### src/rtl/matr_seq_ctrl.sv
// matr_seq_ctrl: sequences an N x N integer matrix multiply C = A * B over a
// single shared data-memory port. One element of A and one of B are fetched
// per inner step, multiplied and accumulated; each finished C element is
// written back in row-major order.
module matr_seq_ctrl #(
  parameter int N  = 3,
  parameter int DW = 32
) (
  input  logic          clk_50,
  input  logic          rst,
  input  logic          start,
  input  logic [31:0]   base_a,
  input  logic [31:0]   base_b,
  input  logic [31:0]   base_c,
  output logic          busy,
  output logic          done,
  output logic          mem_req,
  output logic          mem_we,
  output logic [31:0]   mem_addr,
  output logic [DW-1:0] mem_wdata,
  input  logic          mem_gnt,
  input  logic [DW-1:0] mem_rdata
);

  typedef enum logic [2:0] {
    IDLE = 3'd0,
    RD_A = 3'd1,
    WT_A = 3'd2,
    RD_B = 3'd3,
    WT_B = 3'd4,
    MAC  = 3'd5,
    WR_C = 3'd6,
    DONE = 3'd7
  } state_t;

  // Highest legal row/column/inner index (N is limited to 1..8).
  localparam logic [2:0] LAST = 3'(N - 1);

  state_t        state;
  state_t        state_nxt;
  logic [31:0]   ba;
  logic [31:0]   bb;
  logic [31:0]   bc;
  logic [2:0]    i;
  logic [2:0]    j;
  logic [2:0]    k;
  logic [DW-1:0] acc;
  logic [DW-1:0] a_reg;
  logic [DW-1:0] b_reg;
  logic [DW-1:0] prod;

  // Byte address of element (r,c) of a row-major N x N word matrix.
  function automatic logic [31:0] elem_addr(input logic [31:0] base,
                                            input logic [2:0]  r,
                                            input logic [2:0]  c);
    logic [31:0] idx;
    idx = 32'(r) * 32'(N) + 32'(c);
    return base + {idx[29:0], 2'b00};
  endfunction

  // Product is deliberately truncated to DW bits; accumulation wraps.
  assign prod = a_reg * b_reg;

  // State register.
  always_ff @(posedge clk_50) begin
    if (rst) begin
      state <= IDLE;
    end else begin
      state <= state_nxt;
    end
  end

  // Next-state decode and Moore outputs; outputs depend only on registers,
  // so a request holds its address and data steady while waiting for grant.
  always_comb begin
    state_nxt = state;
    busy      = 1'b1;
    done      = 1'b0;
    mem_req   = 1'b0;
    mem_we    = 1'b0;
    mem_addr  = 32'd0;
    mem_wdata = '0;
    case (state)
      IDLE: begin
        busy = 1'b0;
        if (start) begin
          state_nxt = RD_A;
        end else begin
          state_nxt = IDLE;
        end
      end
      RD_A: begin
        mem_req  = 1'b1;
        mem_addr = elem_addr(ba, i, k);
        if (mem_gnt) begin
          state_nxt = WT_A;
        end else begin
          state_nxt = RD_A;
        end
      end
      WT_A: state_nxt = RD_B;
      RD_B: begin
        mem_req  = 1'b1;
        mem_addr = elem_addr(bb, k, j);
        if (mem_gnt) begin
          state_nxt = WT_B;
        end else begin
          state_nxt = RD_B;
        end
      end
      WT_B: state_nxt = MAC;
      MAC: begin
        if (k < LAST) begin
          state_nxt = RD_A;
        end else begin
          state_nxt = WR_C;
        end
      end
      WR_C: begin
        mem_req   = 1'b1;
        mem_we    = 1'b1;
        mem_addr  = elem_addr(bc, i, j);
        mem_wdata = acc;
        if (!mem_gnt) begin
          state_nxt = WR_C;
        end else if ((i == LAST) && (j == LAST)) begin
          state_nxt = DONE;
        end else begin
          state_nxt = RD_A;
        end
      end
      DONE: begin
        done      = 1'b1;
        state_nxt = IDLE;
      end
      default: begin
        busy      = 1'b0;
        state_nxt = IDLE;
      end
    endcase
  end

  // Datapath: base capture, loop indices, operand latches and accumulator.
  always_ff @(posedge clk_50) begin
    if (rst) begin
      ba    <= 32'd0;
      bb    <= 32'd0;
      bc    <= 32'd0;
      i     <= 3'd0;
      j     <= 3'd0;
      k     <= 3'd0;
      acc   <= '0;
      a_reg <= '0;
      b_reg <= '0;
    end else begin
      case (state)
        IDLE: begin
          if (start) begin
            ba  <= base_a & 32'hFFFF_FFFC;
            bb  <= base_b & 32'hFFFF_FFFC;
            bc  <= base_c & 32'hFFFF_FFFC;
            i   <= 3'd0;
            j   <= 3'd0;
            k   <= 3'd0;
            acc <= '0;
          end
        end
        WT_A: a_reg <= mem_rdata;
        WT_B: b_reg <= mem_rdata;
        MAC: begin
          acc <= acc + prod;
          if (k < LAST) begin
            k <= k + 3'd1;
          end
        end
        WR_C: begin
          if (mem_gnt) begin
            acc <= '0;
            k   <= 3'd0;
            if (j == LAST) begin
              j <= 3'd0;
              i <= i + 3'd1;
            end else begin
              j <= j + 3'd1;
            end
          end
        end
        default: begin
        end
      endcase
    end
  end

endmodule

### config.mk
export PLATFORM = sky130hd
export DESIGN_NAME = matr_seq_ctrl
export DESIGN_NICKNAME = d
export VERILOG_FILES = /design/src/rtl/matr_seq_ctrl.sv
export SDC_FILE = /design/constraint.sdc
export NUM_CORES = 2
export LEC_CHECK = 0
export ABC_AREA = 1
export CAP_MARGIN = 5
export CORE_MARGIN = 1.5
export CORE_UTILIZATION = 55
export DETAILED_ROUTE_END_ITERATION = 16
export DONT_BUFFER_PORTS = 1
export HOLD_SLACK_MARGIN = 0.12
export PLACE_DENSITY = 0.7
export SETUP_SLACK_MARGIN = 0.15
export SYNTH_ARGS = -nofsm -noshare
export SYNTH_HDL_FRONTEND = slang
export SYNTH_SLANG_ARGS = --single-unit
### constraint.sdc
create_clock -name clk_50 -period 20 [get_ports clk_50]
set_clock_uncertainty 0.2 [all_clocks]
set_input_delay 4 -clock clk_50 [delete_from_list [all_inputs] [get_ports clk_50]]
set_output_delay 4 -clock clk_50 [all_outputs]
set_load 0.05 [all_outputs]
==> impl_results.md <==
* Total die area at 0.0528 sq mm
* Final hold slack at between 0.2 and 0.3 ns
* Hold-fix buffers, CTS at 0
* Via/cell ratio at 5.31
* CTS tree: yes
* Synth area leader: fa_1
* Post-synthesis adder-cell area fraction at 38.6%
* Worst-case clock buffer depth at 2
* Setup violations, final at 0
* Drt initial violations at about 1800
* Worst Path Arrival at 5.07 ns
* Syn-to-layout area delta at 3.96%
* WS Path Type: reg -> out
* R2r endpoint: acc[28]
* Data required, critical path at approximately 16 ns
* Clock root buffer: clkbuf_16
* Setup TNS at 0 ns
* Dpl hpwl at 63100 microns
* Async S/R FF share, synth at 0%
* Fin area at 0.0294 sq mm
* Endpoints failing hold at 0
* Post-synthesis simple-gate area fraction at roughly a fifth
* Ys Warns at 0
* Pre-antenna DRT Iters at 6
* Most frequent cells in the layout: 1022 x inv_1, 921 x nand2_1, 447 x fa_1
* GRT Overall Usage at 31.7%
* Worst Hold Launch: acc[7]
* Min cycle time layout at 9.27 ns
* FF-to-FF path depth at 28
* Post-cts resize count at 0
* Port Buffer Count at 0
* PwrDens at ~36 mW/mm^2
* Post-route ant nets at 0
* Register bit total from synthesis at ~200
* Synth top area share at 31.6%
* Core area at 0.0505 sq mm
* Total design power at 1.05 mW
* VDD IR max at 0.0683 mV
* Most common cell after layout, fill and taps aside: inv_1
* Vias at 24137
* Switching Share at 38.2%
* RD Place Congestion at around 0.95
* Period utilization at 46.4%
* Drt drc at 0
* Vias in the first global route at 23969
* Hold WC Path Type: reg -> reg
* Comb pwr share at 20.1%
* CTS HTree Levels at 4
* R2R setup slack at ~12 ns
* IO Count at 200
* Fill count at 4916
* First-pass GRT wire length at 131000 microns
* Slew margin rel. at 15.1%
* Post-Route WL at 80300 microns
* Setup bufs post-CTS at 0
* Pint at around 0.65 mW
* # Max-Cap Violations at 0
* Initial antenna violation count at 5
* Tightest Pin Transition at 1.30 ns
* Pin count of the biggest net entering global routing at 97
* CP Max Fanout at 6
* Share of the yosys chip area belonging to registers at 14.0%
* Die Wd at 230 microns
* FP Rows at 82
* Crit path capture type: output pin
* Synth unique cells at 50
* Starting Density at 56.0%
* LEAKAGE at between 15 and 20 nW
* Top cells by area in the synthesized netlist: fa_1 32%, dfxtp_1 14%, inv_1 14%, nand2_1 12%, ha_1 6.9%
* Number of synthesized flops with an enable pin at 0
* Fraction of layout cells with a size suffix above 1 at 3.69%
* Post-Synth XOR/XNOR Area at less than 1%
* Status: complete, no violations
* Mux share of post-synthesis cell area at 0%
* Slew Viols, Final at 0
* Final core occ at 58.3%
* Layout Nets at 4594
* Syn Inst Count at approximately 4000
* Placed cell area at 0.0288 sq mm
* Num Clock Sinks at 198
* Hold Crit Depth at 2
* F_max at 108 MHz
* Post-synth top flop: dfxtp_1
* Sw Pwr at 0.399 mW
* Compound-Gate Fraction of Synth Area at 9.02%
* Worst Hold End: acc[7]
* RSZ-0062 raised after global routing: false
* Grt ovf at 0
* Clock latency on the worst-skew pair at 0.48 ns
* Clock transition at path regs at 0.09 ns
* Die Ht at between 200 and 250 microns
* Setup crit start kind: register
* Synthesized cell area at between 0.02 and 0.03 sq mm
* Reg-to-reg critical path startpoint: a_reg[14]
* Syn Area/Cell at 7.12 sq um
* Wire length per cell at 17.7 microns
* Sequential power share at 44.3%
* Main combinational cell family by area after synthesis: adder cells
* Num CTS Buffers at 17
* Clock power share at about 36%
==> critical path: stages (launching register included) <==
cell	delay, ns
dfxtp_1	0.46
ha_1	0.27
fa_1	0.49
ha_1	0.34
inv_1	0.06
nor2_1	0.07
o21ai_0	0.09
xor2_1	0.19
ha_1	0.38
a21oi_1	0.09
o21ai_0	0.15
a21oi_1	0.08
nor2_1	0.09
inv_1	0.07
nor2_1	0.19
nand2_1	0.13
nor2_1	0.35
nor2_1	0.10
o221ai_1	0.99
==> power by group through the flow <==
stage | sequential [mW] | combinational, mW | clock (mW)
3_3_place_gp | 0.471 | 0.204 | 0
2_1_floorplan | 0.449 | 0.157 | 0
5_1_grt | 0.467 | 0.230 | 0.390
4_1_cts | 0.462 | 0.207 | 0.376
3_5_place_dp | 0.471 | 0.206 | 0
6_report | 0.464 | 0.210 | 0.372
==> per-stage QoR <==
stage / instances / setup slack, ns
2_1_floorplan: 3976 / 11.11
3_3_place_gp: 4511 / 11.41
3_5_place_dp: 4511 / 11.35
4_1_cts: 4543 / 10.79
5_1_grt: 4546 / 10.41
6_report: 4546 / 10.73
==> synthesized netlist by cell type, types with 9 or more instances <==
cell type / number
a21oi_1: 208
a31oi_1: 11
buf_1: 18
buf_2: 22
clkbuf_1: 137
dfxtp_1: 198
fa_1: 447
ha_1: 157
inv_1: 1023
nand2_1: 922
nand3_1: 158
nand3b_1: 12
nand4_1: 25
nor2_1: 257
nor2_2: 9
nor3_1: 26
nor4_1: 9
o211ai_1: 11
o21ai_0: 192
o21bai_1: 11
o221ai_1: 10
or2_2: 17
xnor2_1: 10
xor2_1: 16
==> cell families (layout without fill, tap and decap cells) <==
| group | after synthesis | after routing |
|---|---|---|
| buf+inv | 1215 | 1110 |
| simple gates | 1458 | 1458 |
| fa+ha+maj | 604 | 604 |
| xor+xnor | 26 | 26 |
| flops | 198 | 198 |
| compound gates | 473 | 473 |
| other cells | 1 | 5 |
==> final cells by class <==
type | instances | area, sq um | area share [%]
antenna | 3 | 7.51 | 0.0255
clock buffer | 17 | 425 | 1.45
clock inverter | 15 | 190 | 0.647
inverter | 1031 | 3870 | 13.2
multi-input combinational | 2563 | 19800 | 67.2
sequential | 198 | 3970 | 13.5
tap | 672 | 841 | 2.86
timing repair buffer | 47 | 353 | 1.20
==> worst max path at each step <==
stage	start	to	slack [ns]	cells past startpoint
2_1_floorplan	i[1]	mem_addr[16]	11.11	17
3_3_place_gp	i[1]	mem_addr[15]	11.41	18
3_5_place_dp	i[1]	mem_addr[15]	11.35	18
4_1_cts	i[1]	mem_addr[15]	10.79	18
5_1_grt	i[1]	mem_addr[15]	10.41	18
6_report	i[1]	mem_addr[15]	10.73	18
==> routing by layer <==
metal  track usage [%]  vias to the layer above  part of all wire, %
met5                 0                        -                0.056
met4              12.2                        6                  3.8
met3              5.82                      166                  8.4
met2              51.9                      911                   47
met1              41.9                    11548                   41
li1                  -                    11506                    -
Power figures use the tool's default switching activity.
